$ cat src/rtl/add_result_accum.sv
// ---------------------------------------------------------------------------
// add_result_accum
//
// Multi-sample summing stage placed directly after the 4-bit ripple-carry
// adder. Each accepted adder result {carry_in, sum_in} (0..31) is added into
// an ACC_W-bit accumulator. After N_SAMPLES results the total is offered to
// the consumer through a valid/ready handshake.
//
// Build option:
//   ADD_RESULT_ACCUM_SAT_EN  defined   -> accumulator saturates to all-ones
//                                         when an add carries out
//                            undefined -> accumulator wraps modulo 2^ACC_W
//   In both builds ovf is sticky for the current batch.
//
// Parameters:
//   ACC_W      accumulator / output width (5..16)
//   N_SAMPLES  adder results summed per output (1..15)
//
// Ports:
//   clk         rising-edge clock
//   rst_n       asynchronous active-low reset
//   clear       synchronous abort back to IDLE (beats every handshake)
//   in_valid    adder result valid
//   in_ready    block can accept a result
//   sum_in      adder sum S[3:0]
//   carry_in    adder carry-out Co
//   out_valid   accumulated total valid
//   out_ready   consumer accepts the total
//   acc_out     live accumulator (meaningful when out_valid=1)
//   ovf         sticky overflow for the current batch
//   sample_cnt  results accepted in the current batch
//
// State table:
//   state | meaning
//   IDLE  | empty batch, acc/cnt/ovf are zero, waiting for first result
//   ACCUM | 1..N_SAMPLES-1 results accepted, summing
//   HOLD  | batch complete, total offered, upstream stalled
// ---------------------------------------------------------------------------
module add_result_accum #(
    parameter int ACC_W     = 8,
    parameter int N_SAMPLES = 4
) (
    input  logic             clk,
    input  logic             rst_n,
    input  logic             clear,
    input  logic             in_valid,
    output logic             in_ready,
    input  logic [3:0]       sum_in,
    input  logic             carry_in,
    output logic             out_valid,
    input  logic             out_ready,
    output logic [ACC_W-1:0] acc_out,
    output logic             ovf,
    output logic [3:0]       sample_cnt
);

    typedef enum logic [1:0] {
        IDLE  = 2'b00,
        ACCUM = 2'b01,
        HOLD  = 2'b10
    } state_t;

    localparam logic [3:0] N_LAST = 4'(N_SAMPLES);

    state_t           state;
    state_t           state_nxt;
    logic [ACC_W-1:0] acc;
    logic [ACC_W-1:0] acc_nxt;
    logic [ACC_W-1:0] acc_add;
    logic [ACC_W:0]   sum_ext;
    logic [3:0]       cnt;
    logic [3:0]       cnt_nxt;
    logic [3:0]       cnt_inc;
    logic             ovf_q;
    logic             ovf_nxt;
    logic             out_valid_q;
    logic             alive;
    logic [4:0]       in_val;
    logic             accept;

    // alive keeps in_ready low while reset is held and for the release
    // cycle; it goes high on the first clock edge after rst_n rises.
    assign in_ready = alive & (state != HOLD);
    assign accept   = in_valid & in_ready;
    assign in_val   = {carry_in, sum_in};
    assign cnt_inc  = cnt + 4'd1;

    // One extra bit catches the carry out of the accumulator.
    assign sum_ext  = {1'b0, acc} + (ACC_W+1)'(in_val);

`ifdef ADD_RESULT_ACCUM_SAT_EN
    assign acc_add  = sum_ext[ACC_W] ? {ACC_W{1'b1}} : sum_ext[ACC_W-1:0];
`else
    assign acc_add  = sum_ext[ACC_W-1:0];
`endif

    always_comb begin
        state_nxt = state;
        acc_nxt   = acc;
        cnt_nxt   = cnt;
        ovf_nxt   = ovf_q;
        if (clear) begin
            state_nxt = IDLE;
            acc_nxt   = '0;
            cnt_nxt   = '0;
            ovf_nxt   = 1'b0;
        end else begin
            case (state)
                IDLE: begin
                    if (accept) begin
                        acc_nxt   = ACC_W'(in_val);
                        cnt_nxt   = 4'd1;
                        ovf_nxt   = 1'b0;
                        state_nxt = (N_SAMPLES == 1) ? HOLD : ACCUM;
                    end
                end
                ACCUM: begin
                    if (accept) begin
                        acc_nxt = acc_add;
                        cnt_nxt = cnt_inc;
                        ovf_nxt = ovf_q | sum_ext[ACC_W];
                        if (cnt_inc == N_LAST) begin
                            state_nxt = HOLD;
                        end
                    end
                end
                HOLD: begin
                    if (out_ready) begin
                        state_nxt = IDLE;
                        acc_nxt   = '0;
                        cnt_nxt   = '0;
                        ovf_nxt   = 1'b0;
                    end
                end
                default: begin
                    state_nxt = IDLE;
                    acc_nxt   = '0;
                    cnt_nxt   = '0;
                    ovf_nxt   = 1'b0;
                end
            endcase
        end
    end

    always_ff @(posedge clk or negedge rst_n) begin
        if (!rst_n) begin
            state       <= IDLE;
            acc         <= '0;
            cnt         <= '0;
            ovf_q       <= 1'b0;
            out_valid_q <= 1'b0;
            alive       <= 1'b0;
        end else begin
            state       <= state_nxt;
            acc         <= acc_nxt;
            cnt         <= cnt_nxt;
            ovf_q       <= ovf_nxt;
            out_valid_q <= (state_nxt == HOLD);
            alive       <= 1'b1;
        end
    end

    assign out_valid  = out_valid_q;
    assign acc_out    = acc;
    assign ovf        = ovf_q;
    assign sample_cnt = cnt;

endmodule

$ cat config.mk
export PLATFORM = sky130hd
export DESIGN_NAME = add_result_accum
export DESIGN_NICKNAME = d
export VERILOG_FILES = /design/src/rtl/add_result_accum.sv
export SDC_FILE = /design/constraint.sdc
export NUM_CORES = 1
export LEC_CHECK = 0
export ABC_AREA = 1
export ABC_CLOCK_PERIOD_IN_PS = 3300
export BUFFER_PORTS_ARGS = -buffer_cell sky130_fd_sc_hd__buf_4
export CAP_MARGIN = 0
export CORE_MARGIN = 1.5
export CORE_UTILIZATION = 51
export CTS_CLUSTER_DIAMETER = 80
export DETAILED_ROUTE_END_ITERATION = 8
export PLACE_DENSITY_LB_ADDON = 0.05
export SYNTH_ARGS = -nofsm -noshare
export SYNTH_HDL_FRONTEND = slang
export SYNTH_SLANG_ARGS = --single-unit
$ cat constraint.sdc
create_clock -name clk -period 3.3 [get_ports clk]
set_input_delay 0.495 -clock clk [delete_from_list [all_inputs] [get_ports clk]]
set_output_delay 0.495 -clock clk [all_outputs]
set_load 0.03 [all_outputs]
-- After elaboration in Yosys (flattened, before gate mapping)
Index checks and enable logic that the tools add are counted.
- output and inout port bits: 15
- register bits after elaboration: 17
- multiplexer cells: 21
- reductions and logical operators: 2
- eq/ne operators: 8
- $add $sub $neg: 2
- bitwise gates (word level): 3
- operators with widths (cell ; count):
    2-to-1 mux 8 bit ; 4
    one-hot mux 8 bit (3 select lines) ; 1
    2-to-1 mux 4 bit ; 4
    one-hot mux 4 bit (3 select lines) ; 1
    2-to-1 mux 2 bit ; 5
    adder 8 x 5 -> 9 bit ; 1
    != test 3 bit (second input constant) ; 3
    one-hot mux 2 bit (3 select lines) ; 1
    adder 4 x 1 -> 4 bit (second input constant) ; 1
    == test 2 bit (second input constant) ; 2
    == test 4 x 3 -> 1 bit (second input constant) ; 1
    2-to-1 mux 1 bit ; 4
    one-hot mux 1 bit (3 select lines) ; 1
    AND reduction 3 bit ; 1
    bitwise AND 1 bit ; 2
    == test 2 x 1 -> 1 bit (second input constant) ; 1
    logical NOT 2 bit ; 1
    != test 2 bit (second input constant) ; 1
    OR 1 bit ; 1

-- Logic depth before layout (Yosys ltp)
Gate-level depths: netlist of run 1.
- word-level depth: 7
- mapped depth: 10
- mapped depth without buffers: 10

-- Least setup slack after synthesis of run 1
OpenSTA, ideal clock, no wires.
- path kind: register to register
- start point: reg acc[0] (netlist: acc_out[0])
- end point: reg acc[6] (netlist: acc_out[6])
- cell stages (with the launch flop): 11
- library setup time: 118 ps
- arrival: 1615 ps
- buffers on the path: 0
- setup slack: 1567 ps
- required time: 3182 ps
- path through: dfrtp_1 -> ha_1 -> fa_1 -> nand3_1 -> nand2_1 -> nand2_1 -> nand2_1 -> nand2_1 -> nand2_1 -> nand2_1 -> nor2_1
- longest elaborated chain between the ends: 4
- RTL lines (item ; line ; text):
    from (decl) ; 67 ; logic [ACC_W-1:0] acc;
    from (signal assigned) ; 155 ; acc <= acc_nxt;
    adder 8 x 5 -> 9 bit ; 89 ; assign sum_ext = {1'b0, acc} + (ACC_W+1)'(in_val);
    2-to-1 mux 8 bit ; 118 ; if (accept) begin
    one-hot mux 8 bit (3 select lines) ; 108 ; case (state)
    2-to-1 mux 8 bit ; 102 ; if (clear) begin
No other way between the ends. The select of a mux whose other input is x is not followed.
A chain may end at the register's enable or synchronous reset.

-- Worst setup path in the final report of run 1
- start point: reg state[1]
- end point: out in_ready
- longest elaborated chain between the ends: 2
- RTL lines (item ; line ; text):
    from (decl) ; 65 ; state_t state;
    from (signal assigned) ; 154 ; state <= state_nxt;
    != test 2 bit ; 83 ; assign in_ready = alive & (state != HOLD);
    bitwise AND 1 bit ; 83 ;
    to (decl) ; 47 ; output logic in_ready,
No other way between the ends.

==> results.toml, run 1 <==
[drt]
drtPass1Iterations = 4
vias = 1046
drtIter0Drc = 15
final_antenna_net_count = 0
via_per_inst = 4.98
wirelength_mm = 2.35
wl_per_cell_um = 11.2
drc = 0

[clocking]
cts_num_sinks = 17
numCtsBuffers = 3
cts_tree = "built"
ctsHoldBuffers = 0
h-tree-depth = 1
clk_pin_slew_ps = 110
clock_latency_ps = 300
ctsResizeCount = 0
cts_setup_buffers = 0
cts_root_buffer = "clkbuf_4"
cts_buffer_depth = 2

[yosys]
syn_area_um2 = 1220
yosysSeqAreaShare_pct = 34.7
synth_cell_types = 27
synth_edf_count = 0
ys.flop_type = "dfrtp_1"
synth_top_cell_area_share_pct = 34.7
yosys_register_bits = 17
syn-num-nets = 173
synth_warnings = 0
synth.avg_cell_area_um2 = 7.90
synthesis.instances = 155
async_reset_ff_share_pct = 100
yosys-top-cells-area = "dfrtp_1, nand2_1, ha_1"
yosysTopAreaCell = "dfrtp_1"

[timing]
clock_skew_ps = 7.36
rsz0062_at_grt = "false"
hold_viol = 0
fin_crit_sh_pct = 52.5
fmax_mhz = 578
fin_crit_ps = 1730
final.setup.tns_ps = 0
maxSlewViolCount = 0
finalSetupViolations = 0

[global_routing]
grt_pass1_vias = 958
overflow = 0
antenna_found_initial = 0
grtUsageTotal_pct = 20.0
grt_pass1_wl_mm = 3.97
grt_max_degree = 18

[floorplanning]
io_pins = 25
fp-row-count = 17
fp.dieW_um = 52.0
dieArea_um2 = 2710
core_um2 = 2230
die_y_um = 52.0
initial_core_util_pct = 54.8

[placed_design]
gp_congestion = 0.777
port_buffers = 24
place_inst = 206
hpwl_mm = 1.86

[layout]
final_nets = 201
n_fill_cell = 203
antenna_cells = 0
mostFrequentLayoutCell = "nand2_1"
drive_above_1_share_pct = 31.9
layout_common_cells = "nand2_1, buf_4, inv_1"
instances_no_fill = 210
syn2layout_area_growth_pct = 18.2

[setup_path]
critPathLaunch = "state[1]"
cp_cell_sequence = "nand2_2 > inv_1 > nor2_1 > buf_4"
path_buf_inv = 2
max_stage_delay_ps = 440
cp-start-kind = "flip-flop"
reg2reg_from = "acc_out[0]"
cpLargestDelayFamily = "flip-flops"
crit_type = "flip-flop to output port"
critPathMaxFanout = 4
rrSetupSlack_ps = 1590
cp.required_ps = 2800
critPathSlowestCell = "dfrtp_1"
worstPathArrival_ps = 1240
cp-end-kind = "output port"

[pwr]
p_clk_share_pct = 23.4
seq_power_share_pct = 46.7
power_mw = 0.498
combPwrFrac_pct = 29.9
vdd_drop_max_mv = 0.215
switching_share_pct = 35.8
p_switching_mw = 0.178
power_density_nw_per_um2 = 344
p_leak_nw = 0.782
internal-power_mw = 0.320

[run_status]
status = "finished, final reports clean"

[run]
max-cap-violations = 0

[hold_path]
hold_path_class = "primary input to asynchronous set/reset pin"
## sequential cells by signal (all words and copies together) (netlist names)
name	count
acc_out	8
alive	1
out_valid	1
ovf	1
sample_cnt	4
state	2
## Yosys cell counts, drive strengths merged, types with 2 or more instances
cell type and instances:
inv 21, nor2 17, a21oi 5, xor2 2, nand2 59, ha 7, dfrtp 17, a22o 2
o21ai 8, nand3 9
## metrics by stage
step / worst slack, ps / util, % / hold WS (ps) / area (um2)
floorplan: 1570 / - / 199 / 1220
global placement: 1430 / 63.6 / 372 / 1420
detailed placement: 1380 / 63.6 / 382 / 1420
CTS: 1550 / 64.8 / 40.4 / 1450
global route: 1450 / 64.8 / 55.0 / 1450
finish: 1570 / 64.8 / 41.3 / 1450
## path summary, 6_finish.rpt
check	to	cells after the start
max	in_ready	4
min	out_valid	1
max reg2reg	acc_out[6]	10
min reg2reg	ovf	2
max in group asynchronous	acc_out[2]	1
min in group clk	state[0]	2
## power groups by stage
stage	Combinational (mW)	Sequential [mW]	Clock, mW
6_report	0.149	0.232	0.116
5_1_grt	0.168	0.235	0.125
4_1_cts	0.150	0.233	0.122
3_5_place_dp	0.150	0.237	0
3_3_place_gp	0.147	0.236	0
2_1_floorplan	0.0855	0.254	0
## cells by family (layout without fill, tap and decap cells)
group	Yosys count	after routing	synth area share, %
simple gates	88	88	36.6
buf+inv	22	49	8.27
compound gates	17	17	9.91
flops	17	17	34.7
fa+ha+maj	8	8	8.78
xor+xnor	2	2	1.43
other cells	1	1	0.306
## metal layers
metal	routed length [um]	vias up	part of all wire, %	track usage [%]
li1	-	540	-	-
met4	17	0	0.72	9.65
met3	103	2	4.4	2.59
met1	1100	483	47	26.0
met2	1130	21	48	32.7
met5	0	-	0	0
## layout make-up
type,instances,area (um2),share of cell area [%]
clock buffer,3,22.5,1.56
clock inverter,1,5.00,0.346
inverter,21,81.3,5.62
multi-input combinational,116,698,48.2
sequential,17,425,29.4
tap,28,35.0,2.42
timing repair buffer,24,180,12.4
Note: power is estimated with default switching activity, not from simulation.
==> inputs of run 2 (changes only) <==
ABC_AREA = 0   (was 1)
ABC_CLOCK_PERIOD_IN_PS = 1700   (was 3300)
clock period = 1.7 ns   (was 3.3 ns; I/O delays follow)
==> run 2 against run 1 <==
  * Critical path depth increased by 1
  * Power increased by 100%
  * Largest power group unchanged
  * Critical endpoint is now acc_out[5]
  * Highest routed layer unchanged
  * Cell count decreased by 11%
  * Clock skew decreased by 5.6 ps
  * The flow now finishes with violations (negative setup slack)
  * Flip-flop and latch count unchanged
==> results.toml, run 2 <==
[run_status]
status = "finished with violations"
violations = "negative setup slack"

[global_routing]
grtUsageTotal_pct = 25.5
grt_pass1_wl_mm = 4.73
grt_pass1_vias = 1042
grt_max_degree = 18
overflow = 0
antenna_found_initial = 0

[drt]
final_antenna_net_count = 0
via_per_inst = 5.62
vias = 1046
wl_per_cell_um = 15.1
wirelength_mm = 2.81
drtPass1Iterations = 4
drc = 0
drtIter0Drc = 30

[hold_path]
hold_path_class = "primary input to flip-flop"
worstHoldStart = "in_valid"
min_to = "state[0]"
hold_depth = 3

[layout]
final_nets = 178
syn2layout_area_growth_pct = 39.8
fin_area_um2 = 1550
largest_reg_flops = 8
mostFrequentLayoutCell = "buf_4"
n_fill_cell = 158
layout_common_cells = "buf_4, nand2_1, dfrtp_1"
antenna_cells = 0
drive_above_1_share_pct = 42.1

[yosys]
yosys-top-cells-area = "dfrtp_1, ha_1, nand2_1"
ys.flop_type = "dfrtp_1"
synth-simple-area-share_pct = 20.6
synth_compound_area_share_pct = 24.5
post-synth-top-count-cell = "nand2_1"
synth_warnings = 0
synth_top_family_by_area = "compound AO/OA/AOI/OAI gates"
synth_top_cell_area_share_pct = 38.5
syn_area_um2 = 1110
synth.avg_cell_area_um2 = 9.29
async_reset_ff_share_pct = 100
synth_edf_count = 0
yosysTopAreaCell = "dfrtp_1"
synthesis.instances = 119
syn-num-nets = 137
yosys_register_bits = 17
synth_cell_types = 40
synth_common_cells = "nand2_1, dfrtp_1, o21ai_0"
yosysSeqAreaShare_pct = 38.5
muxShareOfSynthArea_pct = 1.81
yosys.area_share.adder_pct = 9.73
synth_xor_area_share_pct = 1.58

[setup_path]
cp-end-kind = "flip-flop"
max_stage_delay_ps = 470
rrSetupSlack_ps = -30
worstPathArrival_ps = 1970
cp.required_ps = 1940
cp-start-kind = "flip-flop"
timing.rr.end = "acc_out[5]"
critPathLaunch = "acc_out[2]"
reg2reg_from = "acc_out[2]"
critPathMaxFanout = 6
critPathSlowestCell = "a2111o_1"
cp_cell_sequence = "ha_4 > and3_4 > a2111o_1 > o21ai_1 > a22o_1"
r2r_cells = 5
crit_type = "flip-flop to flip-flop"

[clocking]
clock_latency_ps = 300
cts_tree = "built"
cts_root_buffer = "clkbuf_4"
clk_pin_slew_ps = 100
h-tree-depth = 1
numCtsBuffers = 3
cts_buffer_depth = 2
cts_num_sinks = 17

[timing]
final.setup.tns_ps = -42.0
finalSetupViolations = 2
fmax_mhz = 580
maxSlewViolCount = 0
fin_crit_sh_pct = 101
fin_crit_ps = 1730
hold_viol = 0
postLayoutSetupSlackWorst_ps = -25.4
fin_hold_ws_ps = 279
clock_skew_ps = 1.72
rsz0062_at_grt = "true"

[floorplanning]
dieArea_um2 = 2460
fp.dieW_um = 49.6
die_y_um = 49.6
initial_core_util_pct = 55.3
core_um2 = 2000
io_pins = 25
fp-row-count = 16

[pwr]
internal-power_mw = 0.687
combPwrFrac_pct = 33.7
p_switching_mw = 0.330
power_density_nw_per_um2 = 657
vdd_drop_max_mv = 0.551
p_clk_share_pct = 22.0
p_leak_nw = 0.745
seq_power_share_pct = 44.3
switching_share_pct = 32.4

[run]
max-cap-violations = 0

[placed_design]
hpwl_mm = 2.07
placed_cell_area_um2 = 1440
place_worst_setup_slack_ps = -64.8
port_buffers = 24
gp_congestion = 0.831
run 2: cell type report:
| class | instances | area [um2] | share of cell area, % |
|---|---|---|---|
| multi-input combinational | 96 | 741 | 47.9 |
| timing repair buffer | 41 | 310 | 20.1 |
| tap | 27 | 33.8 | 2.18 |
| sequential | 17 | 432 | 27.9 |
| inverter | 1 | 3.75 | 0.243 |
| clock buffer | 4 | 26.3 | 1.70 |
run 2: worst max-delay path, delay by kind of cell (launching register included):
family          cells  cell delay, ps
simple gates        1             180
compound gates      3             810
flops               1             440
fa+ha+maj           1             250
run 2: metal layers:
metal	share of wire, %	GRT usage [%]
met5	0	0
met4	1.7	9.72
met3	5.0	3.03
met2	49	42.7
met1	44	33.6
run 2: cells by family after synthesis:
logic type / after synthesis
adders and majority gates: 8
xor gates and xnor gates: 2
DFF: 17
buffers and inverters: 6
muxes: 2
AOI/OAI and AO/OA: 37
and+or+nand+nor: 46
other: 1
run 2: stage by stage:
step / cells / util, % / total power [mW]
after floorplan: 119 / - / 0.645
after global placement: 175 / 71.8 / 0.748
after detailed placement: 175 / 71.8 / 0.763
after CTS: 184 / 75.9 / 1.01
after global routing: 186 / 77.3 / 1.07
final: 186 / 77.3 / 1.02
run 2: worst max-delay path by stage:
stage	depth (start not counted)	slack, ps	end
after floorplan	6	-80	acc_out[4]
after global placement	6	-20	acc_out[4]
after detailed placement	6	-60	acc_out[4]
after CTS	6	-60	acc_out[4]
after global routing	5	-60	acc_out[7]
final	5	-30	acc_out[5]
run 2: what timing repair did:
item                                    CTS  global route
hold buffers                              1             0
gates resized for setup                   3             4
buffers inserted                          4             2
endpoints found under the setup margin    5             9
pin swaps                                11             6
endpoints found under the hold margin    17             0
run 2: power groups by stage:
stage | clock network, mW | registers [mW] | logic [mW]
after floorplan | 0 | 0.490 | 0.155
after global placement | 0 | 0.460 | 0.289
after detailed placement | 0 | 0.461 | 0.303
after CTS | 0.233 | 0.451 | 0.328
after global routing | 0.247 | 0.455 | 0.373
final | 0.224 | 0.450 | 0.342
==> inputs of run 3 (changes only) <==
PLACE_DENSITY_LB_ADDON = 0.1   (was 0.05)
==> run 3 against run 2 <==
  * The flow still finishes with violations (negative setup slack)
  * Worst hold slack improved by 12 ps
  * Via count increased by 3.3%
  * Combinational power decreased by 5%
  * Critical path type unchanged
  * Critical endpoint is now acc_out[4]
==> results.toml, run 3 (synthesis gave the netlist of run 2 again) <==
[run_status]
violations = "negative setup slack"
status = "finished with violations"

[global_routing]
grt_pass1_wl_mm = 4.43
grtUsageTotal_pct = 23.3
grt_max_degree = 18
grt_pass1_vias = 985
antenna_found_initial = 0
overflow = 0

[clocking]
cts_root_buffer = "clkbuf_4"
cts_tree = "built"
clk_pin_slew_ps = 100
cts_num_sinks = 17
clock_latency_ps = 300
cts_buffer_depth = 2
h-tree-depth = 1
numCtsBuffers = 3

[layout]
instances_no_fill = 180
syn2layout_area_growth_pct = 35.7
final_nets = 172
mostFrequentLayoutCell = "buf_4"
layout_common_cells = "buf_4, nand2_1, dfrtp_1"
drive_above_1_share_pct = 40.5
largest_reg_flops = 8
fin_area_um2 = 1500
antenna_cells = 0

[floorplanning]
core_um2 = 2000
initial_core_util_pct = 55.3
die_y_um = 49.6
dieArea_um2 = 2460
io_pins = 25
fp.dieW_um = 49.6
fp-row-count = 16

[setup_path]
critPathMaxFanout = 3
cp-end-kind = "flip-flop"
worstPathArrival_ps = 1980
cp.required_ps = 1900
cp-start-kind = "flip-flop"
r2r_cells = 6
crit_type = "flip-flop to flip-flop"

[pwr]
power_mw = 1.01
power_density_nw_per_um2 = 670
vdd_drop_max_mv = 0.511
p_leak_nw = 0.716

[timing]
fmax_mhz = 559
fin_crit_ps = 1790
final.setup.tns_ps = -144
postLayoutSetupSlackWorst_ps = -87.3
clock_skew_ps = 3.48
finalSetupViolations = 4
rsz0062_at_grt = "true"
fin_crit_sh_pct = 105
maxSlewViolCount = 0
hold_viol = 0

[hold_path]
hold_depth = 3
hold_path_class = "primary input to flip-flop"

[drt]
wl_per_cell_um = 15.4
drtIter0Drc = 34
drtPass1Iterations = 4
final_antenna_net_count = 0
via_per_inst = 6.01
vias = 1081
wirelength_mm = 2.77
drc = 0

[placed_design]
place_inst = 174
hpwl_mm = 2.00
placed_cell_area_um2 = 1430
gp_congestion = 0.816
port_buffers = 24

[run]
max-cap-violations = 0
-- run 3: changes by cell type in the layout (fill, tap and decap cells not counted) --
cell      delta
o31ai_1      -1
a21oi_1      +1
nand2_1      -1
dfrtp_2      +1
buf_4        -6
o31ai_2      +1
a21boi_1     -1
nand2_2      +1
and3_1       +1
dfrtp_1      -1
a21boi_0     +1
a21oi_2      -1
and3_4       -1
-- run 3: power by group --
group / internal (mW) / total (mW) / leakage (nW) / switching, mW
combinational: 0.154 / 0.324 / 0.482 / 0.170
clock: 0.0916 / 0.230 / 0.0150 / 0.138
sequential: 0.426 / 0.453 / 0.219 / 0.0268
total: 0.671 / 1.01 / 0.716 / 0.334
-- run 3: path summary, 6_finish.rpt --
path,startpoint,endpoint,slack [ps]
max in group asynchronous,rst_n,acc_out[3],1160
hold reg to reg,ovf,ovf,520
min in group asynchronous,rst_n,state[0],340
setup reg to reg,acc_out[0],acc_out[4],-90
hold / removal,in_valid,state[0],290
setup / recovery,acc_out[0],acc_out[4],-90
-- run 3: through the flow --
step | worst slack [ps] | util [%] | hold slack, ps
after floorplan | -80.3 | - | -40.6
after global placement | -16.2 | 71.4 | 135
after detailed placement | -53.9 | 71.4 | 133
after CTS | -75.8 | 74.0 | 284
after global routing | -104 | 75.0 | 293
final | -87.3 | 75.0 | 291
-- run 3: what timing repair did --
action / CTS / global route
resized for setup: 2 / 5
endpoints found under the hold margin: 17 / 0
cloned: 0 / 0
hold buffers: 1 / 0
pin swaps: 1 / 9
endpoints found under the setup margin: 8 / 9
setup buffers: 1 / 0
-- run 3: metal layers --
layer	part of all wire, %	global-route usage (%)	vias to the layer above
met1	43	31.2	532
met4	0.83	6.02	0
met2	49	39.1	35
met3	6.5	3.94	5
met5	0	0	-
li1	-	-	509
-- run 3: layout make-up --
| cell class | count | area [um2] |
|---|---|---|
| sequential | 17 | 433 |
| multi-input combinational | 96 | 739 |
| inverter | 1 | 3.75 |
| timing repair buffer | 35 | 265 |
| clock buffer | 4 | 26.3 |
| tap | 27 | 33.8 |
| fill | 145 | 500 |
-- run 3: critical path: stages (launching register included) --
cell and delay, ps:
dfrtp_2 430, ha_4 170, fa_2 370, a21o_1 200, a211oi_2 230, nor2_1 70
o221a_1 210
